`config.mk`:
```
export PLATFORM = sky130hd
export DESIGN_NAME = vga_addr_ctrl
export DESIGN_NICKNAME = d
export VERILOG_FILES = /design/src/rtl/vga_timing_pkg.sv /design/src/rtl/vga_delay_line.sv /design/src/rtl/vga_addr_ctrl.sv
export SDC_FILE = /design/constraint.sdc
export NUM_CORES = 1
export LEC_CHECK = 0
export ABC_AREA = 1
export BUFFER_PORTS_ARGS = -buffer_cell sky130_fd_sc_hd__buf_2
export CAP_MARGIN = 40
export CORE_MARGIN = 1.5
export CORE_UTILIZATION = 46
export DETAILED_ROUTE_END_ITERATION = 10
export PLACE_DENSITY = 0.74
export SLEW_MARGIN = 20
export SYNTH_ARGS = -nofsm -noshare
export SYNTH_HDL_FRONTEND = slang
export SYNTH_SLANG_ARGS = --single-unit
```
`constraint.sdc`:
```
create_clock -name VGA_CTRL_CLK -period 1.55 [get_ports VGA_CTRL_CLK]
set_input_delay 0.2325 -clock VGA_CTRL_CLK [delete_from_list [all_inputs] [get_ports VGA_CTRL_CLK]]
set_output_delay 0.2325 -clock VGA_CTRL_CLK [all_outputs]
set_load 0.01 [all_outputs]
```
`src/rtl/vga_timing_pkg.sv`:
```
// Shared VGA timing constants and types for the address controller.
// Default geometry is 720x480 active inside an 858x525 raster.
package vga_timing_pkg;

  localparam int H_ACT   = 720;
  localparam int H_FP    = 16;
  localparam int H_SYNC  = 62;
  localparam int H_BP    = 60;
  localparam int H_TOTAL = H_ACT + H_FP + H_SYNC + H_BP;

  localparam int V_ACT   = 480;
  localparam int V_FP    = 9;
  localparam int V_SYNC  = 6;
  localparam int V_BP    = 30;
  localparam int V_TOTAL = V_ACT + V_FP + V_SYNC + V_BP;

  localparam int RD_LAT_DEFAULT = 1;
  localparam int ADDR_W  = 19;
  localparam int CNT_W   = 10;
  localparam int COLOR_W = 10;
  localparam int SEL_W   = 3;

  localparam logic [SEL_W-1:0] SEL_RESET = 3'b001;

  typedef struct packed {
    logic active;
    logic hs_n;
    logic vs_n;
  } vga_ctrl_t;

  localparam vga_ctrl_t CTRL_IDLE = '{active: 1'b0, hs_n: 1'b1, vs_n: 1'b1};

  function automatic logic in_window(input logic [CNT_W-1:0] cnt,
                                     input logic [CNT_W-1:0] lo,
                                     input logic [CNT_W-1:0] hi);
    return (cnt >= lo) && (cnt <= hi);
  endfunction

endpackage

```
`src/rtl/vga_delay_line.sv`:
```
// Fixed-depth shift register with a synchronous reset value, used to
// align raster control bits with pixel data returning from the image source.
module vga_delay_line #(
  parameter int                DEPTH   = 1,
  parameter int                WIDTH   = 1,
  parameter logic [WIDTH-1:0]  RST_VAL = '0
) (
  input  logic             clk_i,
  input  logic             rst_i,
  input  logic [WIDTH-1:0] d_i,
  output logic [WIDTH-1:0] q_o
);

  logic [WIDTH-1:0] stage_q [DEPTH];

  always_ff @(posedge clk_i) begin
    if (rst_i) begin
      for (int i = 0; i < DEPTH; i++) begin
        stage_q[i] <= RST_VAL;
      end
    end else begin
      stage_q[0] <= d_i;
      for (int i = 1; i < DEPTH; i++) begin
        stage_q[i] <= stage_q[i-1];
      end
    end
  end

  assign q_o = stage_q[DEPTH-1];

endmodule

```
`src/rtl/vga_addr_ctrl.sv`:
```
// Raster timing, linear image addressing and DAC output stage for a VGA
// display fed from an image memory with RD_LAT cycles of read latency.
module vga_addr_ctrl
  import vga_timing_pkg::*;
#(
  parameter int RD_LAT = RD_LAT_DEFAULT,
  parameter int HACT   = H_ACT,
  parameter int HFP    = H_FP,
  parameter int HSYNC  = H_SYNC,
  parameter int HBP    = H_BP,
  parameter int VACT   = V_ACT,
  parameter int VFP    = V_FP,
  parameter int VSYNC  = V_SYNC,
  parameter int VBP    = V_BP
) (
  input  logic               VGA_CTRL_CLK,
  input  logic               DLY_RST_2,
  input  logic [SEL_W-1:0]   iSEL,
  input  logic [COLOR_W-1:0] iRed,
  input  logic [COLOR_W-1:0] iGreen,
  input  logic [COLOR_W-1:0] iBlue,
  output logic [ADDR_W-1:0]  oADDR,
  output logic [SEL_W-1:0]   oSEL,
  output logic [COLOR_W-1:0] oVGA_R,
  output logic [COLOR_W-1:0] oVGA_G,
  output logic [COLOR_W-1:0] oVGA_B,
  output logic               oVGA_HS,
  output logic               oVGA_VS,
  output logic               oVGA_BLANK_N,
  output logic               oVGA_SYNC_N,
  output logic               oFRAME_START
);

  localparam int HTOT = HACT + HFP + HSYNC + HBP;
  localparam int VTOT = VACT + VFP + VSYNC + VBP;

  localparam logic [CNT_W-1:0]  H_LAST    = CNT_W'(HTOT - 1);
  localparam logic [CNT_W-1:0]  V_LAST    = CNT_W'(VTOT - 1);
  localparam logic [CNT_W-1:0]  H_ACT_END = CNT_W'(HACT);
  localparam logic [CNT_W-1:0]  V_ACT_END = CNT_W'(VACT);
  localparam logic [CNT_W-1:0]  HS_BEG    = CNT_W'(HACT + HFP);
  localparam logic [CNT_W-1:0]  HS_END    = CNT_W'(HACT + HFP + HSYNC - 1);
  localparam logic [CNT_W-1:0]  VS_BEG    = CNT_W'(VACT + VFP);
  localparam logic [CNT_W-1:0]  VS_END    = CNT_W'(VACT + VFP + VSYNC - 1);
  localparam logic [ADDR_W-1:0] ADDR_LAST = ADDR_W'(HACT * VACT - 1);

  logic [CNT_W-1:0]   h_cnt_q, h_cnt_d;
  logic [CNT_W-1:0]   v_cnt_q, v_cnt_d;
  logic [ADDR_W-1:0]  addr_q, addr_d;
  logic [SEL_W-1:0]   sel_q, sel_d;
  logic               blank_n_q, blank_n_d;
  logic               hs_q, hs_d;
  logic               vs_q, vs_d;
  logic [COLOR_W-1:0] r_q, r_d;
  logic [COLOR_W-1:0] g_q, g_d;
  logic [COLOR_W-1:0] b_q, b_d;

  logic      h_last, v_last, active, frame_start;
  vga_ctrl_t ctrl_raw, ctrl_dly;

  assign h_last      = (h_cnt_q == H_LAST);
  assign v_last      = (v_cnt_q == V_LAST);
  assign active      = (h_cnt_q < H_ACT_END) && (v_cnt_q < V_ACT_END);
  assign frame_start = (h_cnt_q == '0) && (v_cnt_q == '0) && !DLY_RST_2;

  assign ctrl_raw.active = active;
  assign ctrl_raw.hs_n   = !in_window(h_cnt_q, HS_BEG, HS_END);
  assign ctrl_raw.vs_n   = !in_window(v_cnt_q, VS_BEG, VS_END);

  // The address stops at the last pixel so it never leaves the image range.
  always_comb begin
    h_cnt_d = h_cnt_q + CNT_W'(1);
    v_cnt_d = v_cnt_q;
    if (h_last) begin
      h_cnt_d = '0;
      v_cnt_d = v_last ? '0 : v_cnt_q + CNT_W'(1);
    end
    addr_d = addr_q;
    if (h_last && v_last) begin
      addr_d = '0;
    end else if (active && (addr_q != ADDR_LAST)) begin
      addr_d = addr_q + ADDR_W'(1);
    end
    sel_d = frame_start ? iSEL : sel_q;
  end

  always_ff @(posedge VGA_CTRL_CLK) begin
    if (DLY_RST_2) begin
      h_cnt_q <= '0;
      v_cnt_q <= '0;
      addr_q  <= '0;
      sel_q   <= SEL_RESET;
    end else begin
      h_cnt_q <= h_cnt_d;
      v_cnt_q <= v_cnt_d;
      addr_q  <= addr_d;
      sel_q   <= sel_d;
    end
  end

  vga_delay_line #(
    .DEPTH   (RD_LAT),
    .WIDTH   ($bits(vga_ctrl_t)),
    .RST_VAL (CTRL_IDLE)
  ) u_ctrl_dly (
    .clk_i (VGA_CTRL_CLK),
    .rst_i (DLY_RST_2),
    .d_i   (ctrl_raw),
    .q_o   (ctrl_dly)
  );

  // Final stage lines up with the memory data, adding the one register cycle.
  always_comb begin
    blank_n_d = ctrl_dly.active;
    hs_d      = ctrl_dly.hs_n;
    vs_d      = ctrl_dly.vs_n;
    r_d       = ctrl_dly.active ? iRed   : '0;
    g_d       = ctrl_dly.active ? iGreen : '0;
    b_d       = ctrl_dly.active ? iBlue  : '0;
  end

  always_ff @(posedge VGA_CTRL_CLK) begin
    if (DLY_RST_2) begin
      blank_n_q <= 1'b0;
      hs_q      <= 1'b1;
      vs_q      <= 1'b1;
      r_q       <= '0;
      g_q       <= '0;
      b_q       <= '0;
    end else begin
      blank_n_q <= blank_n_d;
      hs_q      <= hs_d;
      vs_q      <= vs_d;
      r_q       <= r_d;
      g_q       <= g_d;
      b_q       <= b_d;
    end
  end

  assign oADDR        = addr_q;
  assign oSEL         = sel_q;
  assign oVGA_R       = r_q;
  assign oVGA_G       = g_q;
  assign oVGA_B       = b_q;
  assign oVGA_HS      = hs_q;
  assign oVGA_VS      = vs_q;
  assign oVGA_BLANK_N = blank_n_q;
  assign oVGA_SYNC_N  = 1'b0;
  assign oFRAME_START = frame_start;

endmodule

```
# Word-level counts from Yosys, hierarchy flattened
# Memory sizes are Yosys's and may differ from the RTL's.
# Cells that the tools add are included.
totals:
  out_inout_bits: 57
  regBits: 75
  inputBits: 35
  mem_bits_rw: 3
  n_memories: 1
memory_table:
  columns: ["memory", "words", "word_bits", "rd", "rd_ports_with_merged_regs", "write_ports", "line", "source"]
  rows:
  - ["u_ctrl_dly.stage_q", 1, 3, 1, 0, 1, "vga_delay_line.sv:14", "logic [WIDTH-1:0] stage_q [DEPTH];"]
classes:
  bitwise_logic: 1
  magnitude_cmp: 6
  add_sub_neg: 3
  muxes: 6
  n_eq_ne: 3
  n_reduce_logical: 16
ops:
  columns: ["operator", "n"]
  rows:
  - ["$add A10 B1 Y10 const B", 2]
  - ["$eq A10 B10 Y1 const B", 2]
  - ["$logic_not A10 Y1", 2]
  - ["$add A19 B1 Y19 const B", 1]
  - ["$ne A19 B19 Y1 const B", 1]
  - ["$ge A10 B10 Y1 const B", 1]
  - ["$ge A10 B9 Y1 const B", 1]
  - ["$le A10 B10 Y1 const B", 1]
  - ["$le A10 B9 Y1 const B", 1]
  - ["$lt A10 B10 Y1 const B", 1]
  - ["$lt A10 B9 Y1 const B", 1]
  - ["$mux W10", 1]
  - ["$logic_and A1 B1 Y1", 7]
  - ["$reduce_or A2 Y1", 3]
  - ["$mux W1", 4]
  - ["$logic_not A1 Y1", 3]
  - ["$mux W3", 1]
  - ["$reduce_or A3 Y1", 1]
  - ["$not A1 Y1", 1]

# Depth between registers and ports, before layout
# Gate-level depths: netlist of the first run.
logic_depth:
  ltp_word: 4
  mapped_depth: 10
  mapped_depth_nobuf: 10

# By module
# Synthesis of the first run repeated with hierarchy kept, for this count alone.
unflattened:
  hier_cells: 506
  area_unflattened_um2: 3672.3
modules_own_cells:
  columns: ["mod", "instances", "cells_each", "area_per_inst_um2"]
  rows:
  - ["vga_addr_ctrl", 1, 496, 3585.9]
  - ["vga_delay_line", 1, 10, 86.3]

# Least setup slack after synthesis of the first run
# OpenSTA, ideal clock, no wires.
synth_timing:
  kind: "reg-to-reg"
  start: "reg addr_q[0] (netlist: oADDR[0])"
  end: "reg addr_q[1] (netlist: oADDR[1])"
  period_less_slack_ns: 1.560
  setup_slack_ns: -0.010
  path_buffers: 1
  setup_ns: 0.116
  arrival_time_ns: 1.444
  path_stages_with_launch: 10
  path_cell_list: "dfxtp_1 ha_1 nand3_2 nor2_2 nand3_2 nand2_4 inv_2 buf_6 nor2_1 nor2_1"
synth_between:
  elab_chain_cells: 2
synth_lines:
  columns: ["item", "line", "source"]
  rows:
  - ["start: declaration", "vga_addr_ctrl.sv:49", "logic [ADDR_W-1:0] addr_q, addr_d;"]
  - ["start signal: assignment", "vga_addr_ctrl.sv:96", "addr_q <= addr_d;"]
  - ["branches (longest 2 deep; another with $add A19 B1 Y19)", null, null]
# Several ways; the timed one is not identified.
# A chain may end at the register's enable or synchronous reset.

# Worst setup path after layout of the first run
layout_timing:
  start: "reg v_cnt_q[1]"
  end: "out oFRAME_START"
layout_between:
  elab_chain_cells: 3
layout_lines:
  columns: ["item", "line", "source"]
  rows:
  - ["start: declaration", "vga_addr_ctrl.sv:48", "logic [CNT_W-1:0] v_cnt_q, v_cnt_d;"]
  - ["start signal: assignment", "vga_addr_ctrl.sv:95", "v_cnt_q <= v_cnt_d;"]
  - ["$logic_not A10 Y1", "vga_addr_ctrl.sv:64", "assign frame_start = (h_cnt_q == '0) && (v_cnt_q == '0) && !DLY_RST_2;"]
  - ["$logic_and A1 B1 Y1 (2 in series)", "vga_addr_ctrl.sv:64", null]
  - ["end: declaration", "vga_addr_ctrl.sv:31", "output logic oFRAME_START"]
# No other way between the ends.

==> impl_results.md, run 1 <==
- Syn Area/Cell: 7.198 um^2
- Share of cells above drive strength 1: 0.3455
- Synth warnings: 0
- Max-slew violations: 0
- Number of diodes: 0
- TritonCTS clock tree: yes
- Initial antenna violation count: 0
- Synth Area in Compound Gates: 0.05630
- Cell taking the most area after synthesis: dfxtp_1
- Reg2reg end: oADDR[2]
- Syn_nets: 538
- Worst path bufs/invs: 2
- Cell area after synthesis: 3556 um^2
- Unrepaired setup endpoints after global routing: true
- PnR worst setup slack: -0.1896 ns
- Synth-to-layout area growth: 35.05%
- Status: finished, violations left
- CTS buffer count: 9
- Yosys cell types: 32
- Number of synthesized flops with an enable pin: 0
- Vias in the first global route: 3229
- Cells after Synth: 494
- Via count: 3441
- CP startpoint kind: flop
- First-pass GRT wire length: 13950 um
- Clk_lat worst skew: 0.35 ns
- Hold Slack: 0.07537 ns
- Pre-antenna DRT Iters: 4
- Critical path endpoint category: output pin
- Die ar.: 8266 um^2
- Die Width: 90.92 um
- Die height: 90.92 um
- Worst path arrival time: 1.51 ns
- Routed Wire Length: 8849 um
- Reg2Reg Depth: 12
- Failing checks: setup timing
- Sequential-to-total area share from yosys stat: 0.4391
- Critical path class: flop to output pin
- # port buffers: 90
- Ratio of final minimum period to clock period: 1.122
- Worst Hold End: oVGA_G[0]
- GRT Total Usage: 0.2072
- Final Critical Period: 1.740 ns
- CP max FO: 2
- Post-synth ARST share: 0
- Final Wtd Congestion: 0.8997
- Most common cell after layout, fill and taps aside: nand2_1
- Crit path largest cell delay: 0.34 ns
- Clock transition at path regs: 0.09 ns
- PwrDens: 882.3 nW/um^2
- Largest net degree at the start of global routing: 32
- Synth Area in Adders: 0.03167
- Max clock buf depth: 2
- Initial core utilization: 0.4825
- Start point of the worst hold path: iGreen[0]
- Root buf cell: clkbuf_8
- Delay-heaviest family, CP: simple AND/OR/NAND/NOR gates
- ANT nets after route: 0
- Most frequent cells in the layout: 97 x nand2_1, 90 x buf_2, 80 x nor2_1
- Core box area: 7370 um^2
- CTS H-tree lvls: 3
- Hold Path Cell Cnt: 3
- Final setup violation count: 14
- Largest cells by area after synthesis: dfxtp_1 44%, nand2_1 11%, nor2_1 9.4%
- Placed insts: 694
- Synth Flop Type: dfxtp_1
- Clk sinks: 78
- Post-DP HPWL: 6186 um
- Fillers: 658
- Critical Path, Cell by Cell: inv_2 > ha_4 > nand4_1 > nor2_2 > nand3b_1 > nor2_1 > buf_2
- WP data required: 1.32 ns
- Grt ovf: 0
- Reg2reg setup slack: -0.02 ns
- Peak Freq: 574.8 MHz
- Top cell type's share of synthesized area: 0.4391
- Xor/xnor cell area share of the yosys netlist: 0.04680
- DR iter-0 viols: 149
- Largest family of logic cells by synthesized area: simple AND/OR/NAND/NOR gates
- Io pins: 92
- Mux cell area share after synthesis: 0
- Leak: 2.276 nW
- Non-filler cells, final: 727
- Hold Vio Cnt, Final: 0
- Row count: 31
- Max cap viols: 0
- Flops & latches, synth: 78
- Final core occ: 0.6516
- Worst r2r src: v_cnt_q[1]
- Setup TNS: -0.3204 ns
- Post-DR wirelength/cell: 12.17 um
- Slowest CP cell: dfxtp_2
- Remaining DRCs: 0
- Via density: 4.733
- Min-delay worst type: input pin to flop
- Peak supply drop: 0.0005150 V
- Simple-Gate Fraction of Synth Area: 0.3146
- Tot Pwr: 4.237 mW
- Worst-case clock skew: 0.01116 ns
- Nets@finish: 667
## through the flow
step,area (um^2),setup slack [ns]
6_report,4802,-0.1896
4_1_cts,4574,-0.1904
5_1_grt,4802,-0.2786
2_1_floorplan,3558,0.005550
3_3_place_gp,4257,0.08509
3_5_place_dp,4257,0.03813
## flip-flops by register name (all words and copies together), names as in the netlist
signal,flops
oADDR,19
h_cnt_q,10
oVGA_B,10
oVGA_G,10
oVGA_R,10
v_cnt_q,10
oSEL,3
u_ctrl_dly.stage_q,3
oVGA_BLANK_N,1
oVGA_HS,1
oVGA_VS,1
## worst max path at each step
| stage | startpoint | endpoint | cells past startpoint |
|---|---|---|---|
| 4_1_cts | h_cnt_q[0] | oFRAME_START | 7 |
| 3_5_place_dp | h_cnt_q[0] | oADDR[17] | 9 |
| 2_1_floorplan | oADDR[0] | oADDR[1] | 9 |
| 5_1_grt | h_cnt_q[5] | oFRAME_START | 5 |
| 6_report | v_cnt_q[1] | oFRAME_START | 7 |
| 3_3_place_gp | h_cnt_q[1] | oADDR[14] | 10 |
## synthesized netlist by cell type (3+ instances only)
cell	number
nand2_1	100
nor2_1	89
dfxtp_1	78
inv_1	78
nand3_1	27
a21oi_1	16
nand4_1	14
xor2_1	13
ha_1	9
o21ai_0	9
nor3_1	7
a21oi_2	6
xnor2_1	6
buf_2	5
inv_2	5
nand2_2	4
buf_4	3
clkbuf_1	3
nand3b_1	3
## where the power goes
part / switching, mW / total (mW) / internal, mW / leakage [nW]
Sequential: 0.0687 / 2.16 / 2.10 / 0.640
Combinational: 0.312 / 0.624 / 0.312 / 1.55
Clock: 0.831 / 1.45 / 0.617 / 0.0903
## kinds of logic after synthesis
kind of cell / count (synthesis)
AOI/OAI and AO/OA: 34
xor gates and xnor gates: 19
adders and majority gates: 9
buffers and inverters: 96
DFF: 78
other: 1
and+or+nand+nor: 257
## metal layers
layer / part of all wire / track usage
met4: 0.028 / 0.09115
met1: 0.42 / 0.2334
met5: 0 / 0
met2: 0.51 / 0.3769
met3: 0.039 / 0.03788
## timing repair
action | CTS | global route
pin swaps | 5 | 10
setup endpoints to repair | 1 | 33
hold buffers | 0 | 0
gates cloned | 0 | 1
resized for setup | 19 | 46
hold endpoints to repair | 0 | 0
buffers inserted | 12 | 7
## final cells by class
type	count	area, um^2	share of cell area
multi-input combinational	320	1783	0.3713
sequential	78	1572	0.3273
timing repair buffer	131	819.5	0.1707
inverter	83	316.6	0.06592
clock buffer	9	123.9	0.02579
tap	99	123.9	0.02579
clock inverter	7	63.81	0.01329
## worst min-delay path: cells and delay by family
kind	cells	cell delay, ns
simple gates	1	0.03
buf+inv	2	0.13
(Power assumes the default switching activity.)
==> inputs of run 2 (changes only) <==
--- a/config.mk
+++ b/config.mk
@@ -16,3 +16,4 @@
 export SYNTH_ARGS = -nofsm -noshare
 export SYNTH_HDL_FRONTEND = slang
 export SYNTH_SLANG_ARGS = --single-unit
+export TNS_END_PERCENT = 30
==> run 2 against run 1 <==
Against the previous run: the flow still finishes with violations (setup timing); hold slack improved by 0.0012 ns; fmax decreased by 0.80%; first-iteration DRC count decreased by 2.0%; register-to-register slack improved by 0.02 ns; combinational power about the same; worst setup slack got worse by 0.014 ns; clock skew decreased by 0.00056 ns; count of clock-buffer cells in the layout unchanged; final area decreased by 0.34%; total power about the same; critical path depth unchanged.
==> impl_results.md, run 2 (same netlist as run 1, synthesis figures left out) <==
- Nets@finish: 667
- Placed insts: 694
- Unrepaired setup endpoints after global routing: true
- Post-DP HPWL: 6186 um
- # port buffers: 90
- Final Critical Period: 1.754 ns
- DR iter-0 viols: 146
- Max-slew violations: 0
- Reg2Reg Depth: 12
- Hold Path Cell Cnt: 3
- Largest register FFs: 19
- Critical path class: flop to output pin
- Grt ovf: 0
- Most common cell after layout, fill and taps aside: nand2_1
- Status: finished, violations left
- Setup TNS: -0.2119 ns
- Routed Wire Length: 8831 um
- Worst-case clock skew: 0.01060 ns
- Final Wtd Congestion: 0.8997
- First-pass GRT wire length: 13950 um
- Via count: 3427
- Core box area: 7370 um^2
- Die ar.: 8266 um^2
- Min-delay worst type: input pin to flop
- Initial antenna violation count: 0
- Pre-antenna DRT Iters: 4
- CTS H-tree lvls: 3
- Peak supply drop: 0.0005198 V
- Share of cells above drive strength 1: 0.3424
- CP max FO: 2
- PwrDens: 884.7 nW/um^2
- Final setup violation count: 5
- Final core occ: 0.6494
- Root buf cell: clkbuf_8
- Vias in the first global route: 3229
- Critical path endpoint category: output pin
- Post-DR wirelength/cell: 12.15 um
- Clock transition at path regs: 0.09 ns
- Remaining DRCs: 0
- Clk sinks: 78
- CTS Hold Buffers Added: 0
- ANT nets after route: 0
- Non-filler cells, final: 727
- Largest net degree at the start of global routing: 32
- Leak: 2.275 nW
- Die Width: 90.92 um
- Synth-to-layout area growth: 34.59%
- Number of diodes: 0
- Ratio of final minimum period to clock period: 1.131
- Max clock buf depth: 2
- Failing checks: setup timing
- GRT Total Usage: 0.2072
- CP startpoint kind: flop
- Max cap viols: 0
- WP data required: 1.32 ns
- Hold Vio Cnt, Final: 0
- Worst path arrival time: 1.52 ns
- Clk_lat worst skew: 0.35 ns
- TritonCTS clock tree: yes
- Most frequent cells in the layout: 97 x nand2_1, 90 x buf_2, 80 x nor2_1
- Io pins: 92
- Via density: 4.714
- Peak Freq: 570.2 MHz
- Row count: 31
- Initial core utilization: 0.4825
- CTS buffer count: 9
- PnR worst setup slack: -0.2038 ns
- Die height: 90.92 um
[run 2: cell types whose count changed in the layout (fill, tap and decap cells not counted)]
cell / previous run / this run
a21oi_1: 9 / 10
a21oi_2: 13 / 12
nor2_2: 7 / 8
nor2_4: 5 / 4
xor2_1: 11 / 12
xor2_2: 2 / 1
[run 2: final timing paths]
kind                            slack (ns)                      from      endpoint
worst max-delay path                 -0.20                v_cnt_q[1]  oFRAME_START
worst max register to register           0                v_cnt_q[1]      oADDR[2]
worst min-delay path                  0.08                 iGreen[0]     oVGA_G[0]
worst min register to register        0.42  u_ctrl_dly.stage_q[0][0]       oVGA_VS
[run 2: cell type report]
type,instances,area (um^2)
inverter,83,316.6
tap,99,123.9
fill,661,2584
sequential,78,1572
multi-input combinational,320,1767
clock buffer,9,123.9
timing repair buffer,131,819.5
clock inverter,7,63.81
[run 2: critical path: stages, from the launching register on]
cell and delay, ns:
dfxtp_2 0.33, inv_2 0.07, ha_4 0.13, nand4_1 0.12
nor2_2 0.16, nand3b_1 0.12, nor2_1 0.10, buf_2 0.13
[run 2: per-stage QoR]
step	total power, mW	setup WS (ns)	instance area [um^2]	hold slack [ns]
floorplan	2.479	0.005550	3558	0.3447
global placement	2.697	0.08509	4257	0.3933
detailed placement	2.709	0.03813	4257	0.4030
CTS	4.199	-0.1904	4574	0.06506
global route	4.442	-0.2786	4786	0.06533
finish	4.234	-0.2038	4786	0.07658
[run 2: what timing repair did]
item,4_1_cts,5_1_grt
resized for setup,19,43
setup buffers,12,7
setup endpoints to repair,1,33
pin swaps,5,10
cloned,0,1
[run 2: metal layers]
layer  vias to the layer above  global-route usage  part of all wire
met5                         -                   0                 0
met4                         0             0.09115             0.026
met3                        23             0.03788             0.039
met2                        87              0.3769              0.51
met1                      1545              0.2334              0.42
li1                       1772                   -                 -
[run 2: where the power goes]
part | switching [mW] | internal, mW
registers | 0.0682 | 2.10
logic | 0.311 | 0.312
clock network | 0.830 | 0.617
==> inputs of run 3 (changes only) <==
--- a/config.mk
+++ b/config.mk
@@ -11,7 +11,8 @@
 export CORE_MARGIN = 1.5
 export CORE_UTILIZATION = 46
 export DETAILED_ROUTE_END_ITERATION = 10
-export PLACE_DENSITY = 0.74
+export MAX_ROUTING_LAYER = met4
+export PLACE_DENSITY = 0.71
 export SLEW_MARGIN = 20
 export SYNTH_ARGS = -nofsm -noshare
 export SYNTH_HDL_FRONTEND = slang
==> constraint.sdc (replaced) <==
create_clock -name VGA_CTRL_CLK -period 1.9 [get_ports VGA_CTRL_CLK]
set_input_delay 0.285 -clock VGA_CTRL_CLK [delete_from_list [all_inputs] [get_ports VGA_CTRL_CLK]]
set_output_delay 0.285 -clock VGA_CTRL_CLK [all_outputs]
set_load 0.01 [all_outputs]
==> run 3 against run 2 <==
Against the previous run: the run now ends clean; final cell count shrank 4.8%; sequential power shrank 18%; global-route usage shrank 0.59 points; die area is the same; worst setup slack gained 0.28 ns; combinational power shrank 47%; register-to-register slack gained 0.23 ns; flip-flop and latch count is the same; non-clock buffer count shrank 35; final area shrank 10%; first-iteration DRC count shrank 25%; highest routed layer unchanged.
==> impl_results.md, run 3 (same netlist as run 1, synthesis figures left out) <==
- Number of diodes: 0
- CP max FO: 4
- CP startpoint kind: flop
- Final core occ: 0.5839
- Initial core utilization: 0.4825
- Placed insts: 675
- GRT Total Usage: 0.2014
- Largest register FFs: 19
- Die Width: 90.92 um
- Peak supply drop: 0.0004421 V
- CTS H-tree lvls: 3
- Min-delay worst type: input pin to flop
- DR iter-0 viols: 110
- Peak Freq: 549.0 MHz
- Most frequent cells in the layout: 100 x nand2_1, 90 x buf_2, 88 x nor2_1
- Tot Pwr: 3.266 mW
- Remaining DRCs: 0
- Via density: 4.681
- Clk_lat worst skew: 0.36 ns
- Row count: 31
- Initial antenna violation count: 0
- Root buf cell: clkbuf_8
- Reg2Reg Depth: 9
- Core box area: 7370 um^2
- Die ar.: 8266 um^2
- Via count: 3239
- Grt ovf: 0
- Worst path arrival time: 1.54 ns
- Most common cell after layout, fill and taps aside: nand2_1
- ANT nets after route: 0
- Synth-to-layout area growth: 21.01%
- Post-layout instance area: 4303 um^2
- Final Critical Period: 1.821 ns
- Max-slew violations: 0
- Status: finished, final reports clean
- Max layer used: met4
- TritonCTS clock tree: yes
- Post-DP HPWL: 5807 um
- Clock transition at path regs: 0.09 ns
- Max cap viols: 0
- Fillers: 701
- Met3 WL: 362 um
- Worst-case clock skew: 0.01148 ns
- Critical path endpoint category: output pin
- Leak: 2.075 nW
- Non-filler cells, final: 692
- First-pass GRT wire length: 13120 um
- Post-DR wirelength/cell: 11.31 um
- Final setup violation count: 0
- CTS buffer count: 9
- Pre-antenna DRT Iters: 4
- Ratio of final minimum period to clock period: 0.9586
- M1 wire length: 3508 um
- Hold Vio Cnt, Final: 0
- PwrDens: 759.0 nW/um^2
- Critical path class: flop to output pin
- Hold Path Cell Cnt: 3
- Setup TNS: 0 ns
- Final Wtd Congestion: 0.8867
- Largest net degree at the start of global routing: 32
- Met2 wire length: 3803 um
- Footprint of the multi-input gates: 1617 um^2
- CTS Hold Buffers Added: 0
- Die height: 90.92 um
- Max clock buf depth: 2
- Unrepaired setup endpoints after global routing: true
- Io pins: 92
- Nets@finish: 632
- Share of cells above drive strength 1: 0.2445
- Clk sinks: 78
- Vias in the first global route: 2996
- Sequential Area: 1570 um^2
- Routed Wire Length: 7829 um
- # port buffers: 90
- WP data required: 1.62 ns
- Placed Area: 4086 um^2
## run 3: cell count changes in the layout (fill, tap and decap cells not counted), sizes merged
cell	change
buf	-34
clkinv	+3
inv	-2
clkbuf	-1
clkinvlp	-1
## run 3: worst paths after layout
kind,slack [ns],to,from
worst max-delay path,0.08,oFRAME_START,v_cnt_q[1]
worst min-delay path,0.12,oVGA_G[3],iGreen[3]
worst max register to register,0.23,oADDR[0],oADDR[0]
worst min register to register,0.41,oVGA_VS,u_ctrl_dly.stage_q[0][0]
## run 3: per-stage QoR
step	setup WS, ns	hold WS (ns)
2_1_floorplan	0.3401	0.3895
3_3_place_gp	0.2692	0.3910
3_5_place_dp	0.2331	0.3936
4_1_cts	0.01588	0.1133
5_1_grt	-0.01938	0.1181
6_report	0.07859	0.1243
## run 3: repair_timing
action                                  CTS  global route
setup buffers                             0             1
endpoints found under the setup margin    1             2
gates resized for setup                   5             8
pin swaps                                 0             5
## run 3: power by group
group | internal, mW | switching, mW | total, mW
registers | 1.70 | 0.0768 | 1.78
logic | 0.153 | 0.180 | 0.333
clock network | 0.491 | 0.660 | 1.15
## run 3: worst max-delay path, cell delays in order (launching register included)
cell and delay, ns:
dfxtp_2 0.35, inv_2 0.10, ha_4 0.14, nand4_1 0.10, nor2_2 0.12, nand3b_1 0.13, nor2_1 0.11, buf_2 0.13
## run 3: metal layers
layer | up-vias | GRT usage
met5 | - | -
met4 | 0 | 0.08724
met3 | 15 | 0.03704
met2 | 86 | 0.3352
met1 | 1447 | 0.2368
li1 | 1691 | -
## run 3: cell type report
type | instances | share of cell area
timing repair buffer | 96 | 0.1151
multi-input combinational | 320 | 0.3757
clock buffer | 9 | 0.02879
clock inverter | 7 | 0.01367
sequential | 78 | 0.3649
inverter | 83 | 0.07299
tap | 99 | 0.02879
